## src/rtl/seg_scan_pkg.sv

```systemverilog
// seg_scan_pkg: shared types, constants and the hex-to-segment decoder for the scanned display.
package seg_scan_pkg;
  typedef logic [0:6] seg_t;
  typedef logic [1:0] digit_idx_t;
  localparam seg_t SEG_BLANK = 7'h7F;
  localparam logic [0:3] AN_OFF = 4'hF;
  function automatic seg_t hex_to_seg(input logic [3:0] h);
    case (h)
      4'h0: return 7'b0000001;
      4'h1: return 7'b1001111;
      4'h2: return 7'b0010010;
      4'h3: return 7'b0000110;
      4'h4: return 7'b1001100;
      4'h5: return 7'b0100100;
      4'h6: return 7'b0100000;
      4'h7: return 7'b0001111;
      4'h8: return 7'b0000000;
      4'h9: return 7'b0000100;
      4'hA: return 7'b0001000;
      4'hB: return 7'b1100000;
      4'hC: return 7'b0110001;
      4'hD: return 7'b1000010;
      4'hE: return 7'b0110000;
      default: return 7'b0111000;
    endcase
  endfunction
endpackage

```

## src/rtl/seg_scan_display_timer.sv

```systemverilog
// seg_scan_timer: refresh prescaler, digit index, per-slot guard flag and frame-wrap strobe.
module seg_scan_timer
  import seg_scan_pkg::*;
#(
  parameter int DIV_W = 16,
  parameter int GUARD = 4
) (
  input  logic       clk,
  input  logic       rst_n,
  output digit_idx_t idx_o,
  output logic       guard_o,
  output logic       wrap_o
);
  logic [DIV_W-1:0] cnt_q, cnt_d;
  digit_idx_t idx_q, idx_d;
  always_comb begin
    cnt_d = cnt_q + DIV_W'(1);
    idx_d = &cnt_q ? idx_q + 2'd1 : idx_q;
  end
  always_ff @(posedge clk or negedge rst_n) begin
    if (!rst_n) begin
      cnt_q <= '0;
      idx_q <= '0;
    end else begin
      cnt_q <= cnt_d;
      idx_q <= idx_d;
    end
  end
  assign idx_o   = idx_q;
  assign guard_o = cnt_q < DIV_W'(GUARD);
  // Last cycle of digit 3: the next edge starts a new frame.
  assign wrap_o  = &cnt_q && &idx_q;
endmodule

```

## src/rtl/seg_scan_display.sv

```systemverilog
// seg_scan_display: 4-digit multiplexed active-low hex display with tear-free frame commit.
module seg_scan_display
  import seg_scan_pkg::*;
#(
  parameter int DIV_W = 16,
  parameter int GUARD = 4
) (
  input  logic        clk,
  input  logic        i_reset_n,
  input  logic [15:0] i_value,
  input  logic        i_load,
  input  logic        i_blank_lz,
  input  logic [3:0]  i_dp_mask,
  output logic [0:6]  seg,
  output logic [0:3]  an,
  output logic        dp,
  output logic        o_frame
);
  logic [15:0] pending_q, pending_d, shown_q, shown_d, upper;
  seg_t seg_d;
  logic [0:3] an_d;
  logic dp_d, lz_blank;
  digit_idx_t idx;
  logic guard, wrap;
  seg_scan_timer #(.DIV_W(DIV_W), .GUARD(GUARD)) u_timer (
    .clk    (clk),
    .rst_n  (i_reset_n),
    .idx_o  (idx),
    .guard_o(guard),
    .wrap_o (wrap)
  );
  always_comb begin
    pending_d = i_load ? i_value : pending_q;
    shown_d   = wrap ? pending_d : shown_q;
    upper     = shown_q >> {idx, 2'b00};
    lz_blank  = i_blank_lz && idx != 2'd0 && upper == 16'h0;
    an_d      = AN_OFF;
    an_d[idx] = guard;
    seg_d     = (guard || lz_blank) ? SEG_BLANK : hex_to_seg(upper[3:0]);
    dp_d      = guard | ~i_dp_mask[idx];
  end
  always_ff @(posedge clk or negedge i_reset_n) begin
    if (!i_reset_n) begin
      pending_q <= '0;
      shown_q   <= '0;
      seg       <= SEG_BLANK;
      an        <= AN_OFF;
      dp        <= 1'b1;
      o_frame   <= 1'b0;
    end else begin
      pending_q <= pending_d;
      shown_q   <= shown_d;
      seg       <= seg_d;
      an        <= an_d;
      dp        <= dp_d;
      o_frame   <= wrap;
    end
  end
endmodule

```

## config.mk

```make
export PLATFORM = sky130hd
export DESIGN_NAME = seg_scan_display
export DESIGN_NICKNAME = d
export VERILOG_FILES = /design/src/rtl/seg_scan_pkg.sv /design/src/rtl/seg_scan_display_timer.sv /design/src/rtl/seg_scan_display.sv
export SDC_FILE = /design/constraint.sdc
export NUM_CORES = 1
export LEC_CHECK = 0
export CAP_MARGIN = 30
export CORE_UTILIZATION = 50
export CTS_BUF_LIST = sky130_fd_sc_hd__clkbuf_8
export DETAILED_ROUTE_END_ITERATION = 7
export PLACE_DENSITY = 0.73
export SYNTH_ARGS = -nofsm -noshare
export SYNTH_HDL_FRONTEND = slang
export SYNTH_SLANG_ARGS = --single-unit
```

## constraint.sdc

```tcl
create_clock -name clk -period 2.7 [get_ports clk]
set_clock_uncertainty 0.2 [all_clocks]
set_input_delay 0.54 -clock clk [delete_from_list [all_inputs] [get_ports clk]]
set_output_delay 0.54 -clock clk [all_outputs]
set_load 0.005 [all_outputs]
```

Word-level counts from Yosys, hierarchy flattened
Memories as Yosys holds them, arrays and structs flattened.
Cells that the tools add are included.
{ "op_classes": {"addsub": 2, "order_cmp": 4, "n_shift": 1, "mux": 6, "bitwise": 5, "n_reduce_logical": 9} }
{ "op_table": {"columns": ["op", "n"], "rows": [
  ["16-bit by 1-bit adder with 16-bit output, second input constant", 1],
  ["16-bit logical NOT", 1],
  ["16-bit by 3-bit < comparator with 1-bit output, second input constant", 1],
  ["16-bit two-way mux", 1],
  ["16-bit AND reduction", 1],
  ["16-bit by 4-bit >> shifter with 16-bit output", 1],
  ["7-bit two-way mux", 1],
  ["1-bit logical AND", 4],
  ["4-bit NOT", 1],
  ["4-bit OR", 1],
  ["3-bit >= comparator, second input constant", 1],
  ["2-bit by 3-bit < comparator with 1-bit output, second input constant", 1],
  ["3-bit by 1-bit < comparator with 1-bit output, second input constant", 1],
  ["2-bit NOT with 3-bit output", 1],
  ["2-bit by 1-bit adder with 2-bit output, second input constant", 1],
  ["1-bit binary-select mux with 2-bit select", 1],
  ["1-bit demux with 2-bit select", 1],
  ["1-bit two-way mux", 2],
  ["2-bit AND reduction", 1],
  ["2-bit nonzero test", 1],
  ["1-bit logical OR", 1],
  ["1-bit NOT", 1],
  ["1-bit OR", 1]
]} }
{ "totals": {"register_bits": 63, "mem_bits_ro": 112, "input_bits": 24, "word_cells": 36, "memories": 1} }
{ "memory_table": {"columns": ["name", "words", "width", "read_ports", "rd_ports_with_merged_regs", "write_ports", "line_no", "rtl"], "rows": [
  ["(no name shown)", 16, 7, 1, 0, 0, "seg_scan_pkg.sv:8", "case (h)"]
]} }

Logic depth before layout (Yosys ltp)
{ "logic_depth": {"word_depth": 7, "mapped_depth": 8, "ltp_nobuf": 7} }

Modules after synthesis
From an unflattened synthesis, not the netlist that was laid out.
{ "unflattened": {"cells_unflattened": 214, "hier_area_um2": 2925.3} }
{ "by_module_without_submodules": {"columns": ["module", "n_inst", "cells_per_inst", "area_each_um2", "seq_area_each_um2"], "rows": [
  ["seg_scan_display", 1, 145, 2082.0, 1141.1],
  ["seg_scan_timer", 1, 69, 843.3, 450.4]
]} }

Worst setup path after synthesis
OpenSTA, ideal clock, no wires.
{ "synth_timing": {"kind": "reg-to-reg", "start": "register u_timer.idx_q[0], in the netlist u_timer.idx_o[0]", "end": "register seg[5] in the netlist's numbering", "setup_ns": 0.084, "arrival_time_ns": 2.100, "required_time_ns": 2.416, "setup_slack_ns": 0.316, "stages_incl_launch_ff": 9, "path_cell_list": "dfrtp_1 buf_6 mux4_2 inv_1 ha_1 nor4b_1 nand2_1 a211o_1 o2111ai_1"} }
{ "synth_via": {"elab_chain_cells": 5, "elab_cells_between_ends": 8, "cone_classes": "shift: 1; mux: 1; reduce/logical: 5; memory: 1"} }
{ "synth_lines": {"columns": ["item", "line_no", "rtl"], "rows": [
  ["start, declared", "seg_scan_display_timer.sv:15", "digit_idx_t idx_q, idx_d;"],
  ["start signal, assigned", "seg_scan_display_timer.sv:26", "idx_q <= idx_d;"],
  ["parallel branches: the longest is 4 deep, another holds memory 16 x 7 bit", null, null],
  ["7-bit two-way mux *", "seg_scan_display.sv:39", "seg_d = (guard || lz_blank) ? SEG_BLANK : hex_to_seg(upper[3:0]);"],
  ["net seg_d[1]", "seg_scan_display.sv:20", "seg_t seg_d;"],
  ["end signal, assigned", "seg_scan_display.sv:53", "seg <= seg_d;"],
  ["end, declared", "seg_scan_display.sv:14", "output logic [0:6] seg,"]
]} }
Mark *: on every way through the listed nets, which the timed path passes.
A chain may end at the register's enable or synchronous reset.

Final worst setup path
Ends and elaborated chain as after synthesis.

==> impl_metrics.ini <==
[setup_path]
r2r_cells = 7
critPathRequiredTime_ps = 2740
r2r-start = u_timer.idx_o[0]
end_kind = flip-flop
rr_endpoint = seg[5]
critPathArrivalTime_ps = 2560
cp_cell_sequence = mux4_2 > inv_1 > ha_1 > nor4b_2 > nand2_1 > a211o_1 > o2111ai_1
reg2reg_slack_ps = 180
path_class = reg2reg
cp_slowest_stage_delay_ps = 570
critPathTopFamily = multiplexers
critPathMaxFanout = 7
crit_slowest_cell = mux4_2
crit_buf_inv = 1
start_kind = flip-flop

[global_route]
grt_pass1_vias = 1891
grt_max_degree = 39
grt_use_met2_pct = 30.5
gr-max-usage-layer = met2
antenna_found_initial = 0
globalRouteMet1Util_pct = 28.5
track_usage_pct = 20.5
overflow = 0
use_met3_pct = 4.42
grt_pass1_wl_um = 9430

[clock_tree]
cts-root-buf = clkbuf_8
cts_made_buffers = 9
cts_tree = built
postCtsSetupRepairBufs = 0
clock-sinks = 63
htree_levels = 3
clock_path_buffers = 2
path_clk_slew_ps = 70
clk-insertion-delay-late_ps = 330

[route]
dr.first_iter.drc_count = 134
via_per_inst = 5.45
drc = 0
num_vias = 1814
routed_wl_um = 5310
wl_per_cell_um = 15.9
drtAntennaViolNets = 0
drt_pre_antenna_iters = 4

[floorplan]
core.rowCount = 27
num_io_pins = 37
core_area_mm2 = 0.00557
dieArea_mm2 = 0.00616
die_height_um = 78.5
die_w_um = 78.5
initial_core_util_pct = 52.5

[final_layout]
seqCellArea_mm2 = 0.00159
num_antenna_cells = 0
drive_gt1_share_pct = 28.7
final_common_cell = dfrtp_1
area_delta_synth_final_pct = 22.7
n_fill_cell = 449
nNetsFinal = 291
multi_input_area_mm2 = 0.00126
most-common-layout-cells = dfrtp_1 (50), clkdlybuf4s50_1 (35), mux2_2 (22)
final_design_area_no_fill_mm2 = 0.00359
postLayoutCoreUtil_pct = 64.4

[logic_synthesis]
ys_top_cells_by_area = dfrtp_1 (44%), dfstp_2 (11%), mux2_2 (8.5%)
seq_area_frac_synth_pct = 54.4
synth_mux_area_share_pct = 20.2
synth_area_mm2 = 0.00293
synth-compound-area-share_pct = 3.29
yosysTopAreaCellShare_pct = 43.6
synth-xor-area-share_pct = 4.49
yosysTopAreaCell = dfrtp_1
synth-simple-area-share_pct = 10.3
syn_inst = 213
synth.distinct_cells = 35
synth_fa_ha_area_share_pct = 4.70
synth_top_family_by_area = multiplexers
ys_ff_latch = 63
syn_avg_cell_area_um2 = 13.7
yosysWarnings = 0
synthesis.nets = 248

[sta]
worst_slew_pin_slew_ps = 577
finalSetupViolCount = 0
period_share_pct = 93.3
fmax_ghz = 0.397
slew_viol_final = 0
finalHoldViolCount = 0
totalNegativeSetupSlack_ps = 0
rsz0062_at_grt = false
min_period_ps = 2520
slew_headroom_pct = 61.5

[outcome]
status = finished clean

[flow_run]
cap_violations = 0

[power_and_ir_drop]
power_leakage_nw = 1.60
powerDensity_mw_per_mm2 = 587
irDropWorstVdd_uv = 460

[placed_design]
io_buffer_count = 36
dp_hpwl_um = 3800
place_congestion = 0.826
postPlaceCellArea_mm2 = 0.00336

[min_path]
holdCritPathClass = in2async
[cell usage after synthesis]
cell       number
dfrtp_1        51
mux2_2         22
nand2_1        15
dfstp_2        12
ha_1           11
mux2_4         11
xnor2_1        11
nand3_1        10
inv_1           6
mux4_2          6
nor2_1          6
nor4_1          6
nand4_1         5
nor2b_1         4
o2111ai_1       4
xor2_1          4
buf_6           3
clkbuf_1        3
a21oi_1         2
and3_1          2
and4_1          2
buf_2           2
mux2_1          2
mux2i_1         2
a211o_1         1
a22oi_2         1
a2bb2oi_1       1
nand2b_1        1
nand4_4         1
nor2_2          1
nor3_1          1
nor4b_1         1
o21a_1          1
o21ai_0         1
o2bb2ai_1       1
[through the flow]
stage	std cells	hold slack (ps)	power [mW]	worst slack (ps)
after floorplan	213	44.4	1.12	316
after global placement	317	262	1.22	168
after detailed placement	317	269	1.22	112
after CTS	333	14.0	2.13	88.2
after global routing	333	46.2	2.19	39.7
final	333	10.1	2.11	182
[logic make-up after synthesis]
family / Yosys count
compound gates: 12
buf+inv: 14
flops: 63
xor+xnor: 15
fa+ha+maj: 11
mux: 43
simple gates: 55
[routing by layer]
layer,wire [um],vias to the layer above
met5,0,-
met4,129,0
met3,203,12
met2,2420,49
met1,2560,905
li1,-,848
[how the worst max path moves through the flow]
stage / endpoint / from / cells after the start / slack, ps
floorplan: seg[5] / u_timer.idx_o[0] / 8 / 320
global placement: seg[5] / u_timer.idx_o[0] / 7 / 170
detailed placement: seg[2] / u_timer.idx_o[0] / 7 / 110
CTS: seg[5] / u_timer.idx_o[0] / 7 / 90
global route: seg[2] / u_timer.idx_o[0] / 7 / 40
finish: seg[5] / u_timer.idx_o[0] / 7 / 180
[sequential cells by signal, summed over array words and instances (netlist names)]
| name | count |
|---|---|
| seg | 7 |
| u_timer.cnt_q | 16 |
| o_frame | 1 |
| an | 4 |
| u_timer.idx_o | 2 |
| shown_q | 16 |
| dp | 1 |
| pending_q | 16 |
[area by class of cell]
type	count	area share [%]
Clock buffer	11	4.22
Multi-Input combinational cell	136	35.2
Sequential cell	63	44.4
Clock inverter	5	2.02
Tap cell	72	2.51
Timing Repair Buffer	40	11.1
Inverter	6	0.627
[power by group]
| part | switching, mW | internal, mW | total, mW |
|---|---|---|---|
| logic | 0.0737 | 0.108 | 0.182 |
| clock network | 0.347 | 0.562 | 0.910 |
| registers | 0.0202 | 0.996 | 1.02 |
| total | 0.441 | 1.67 | 2.11 |
[repair_timing]
| item | 4_1_cts | 5_1_grt |
|---|---|---|
| setup endpoints to repair | 0 | 7 |
| hold buffers | 0 | 0 |
| gates resized for setup | 0 | 2 |
(Power assumes the default switching activity.)
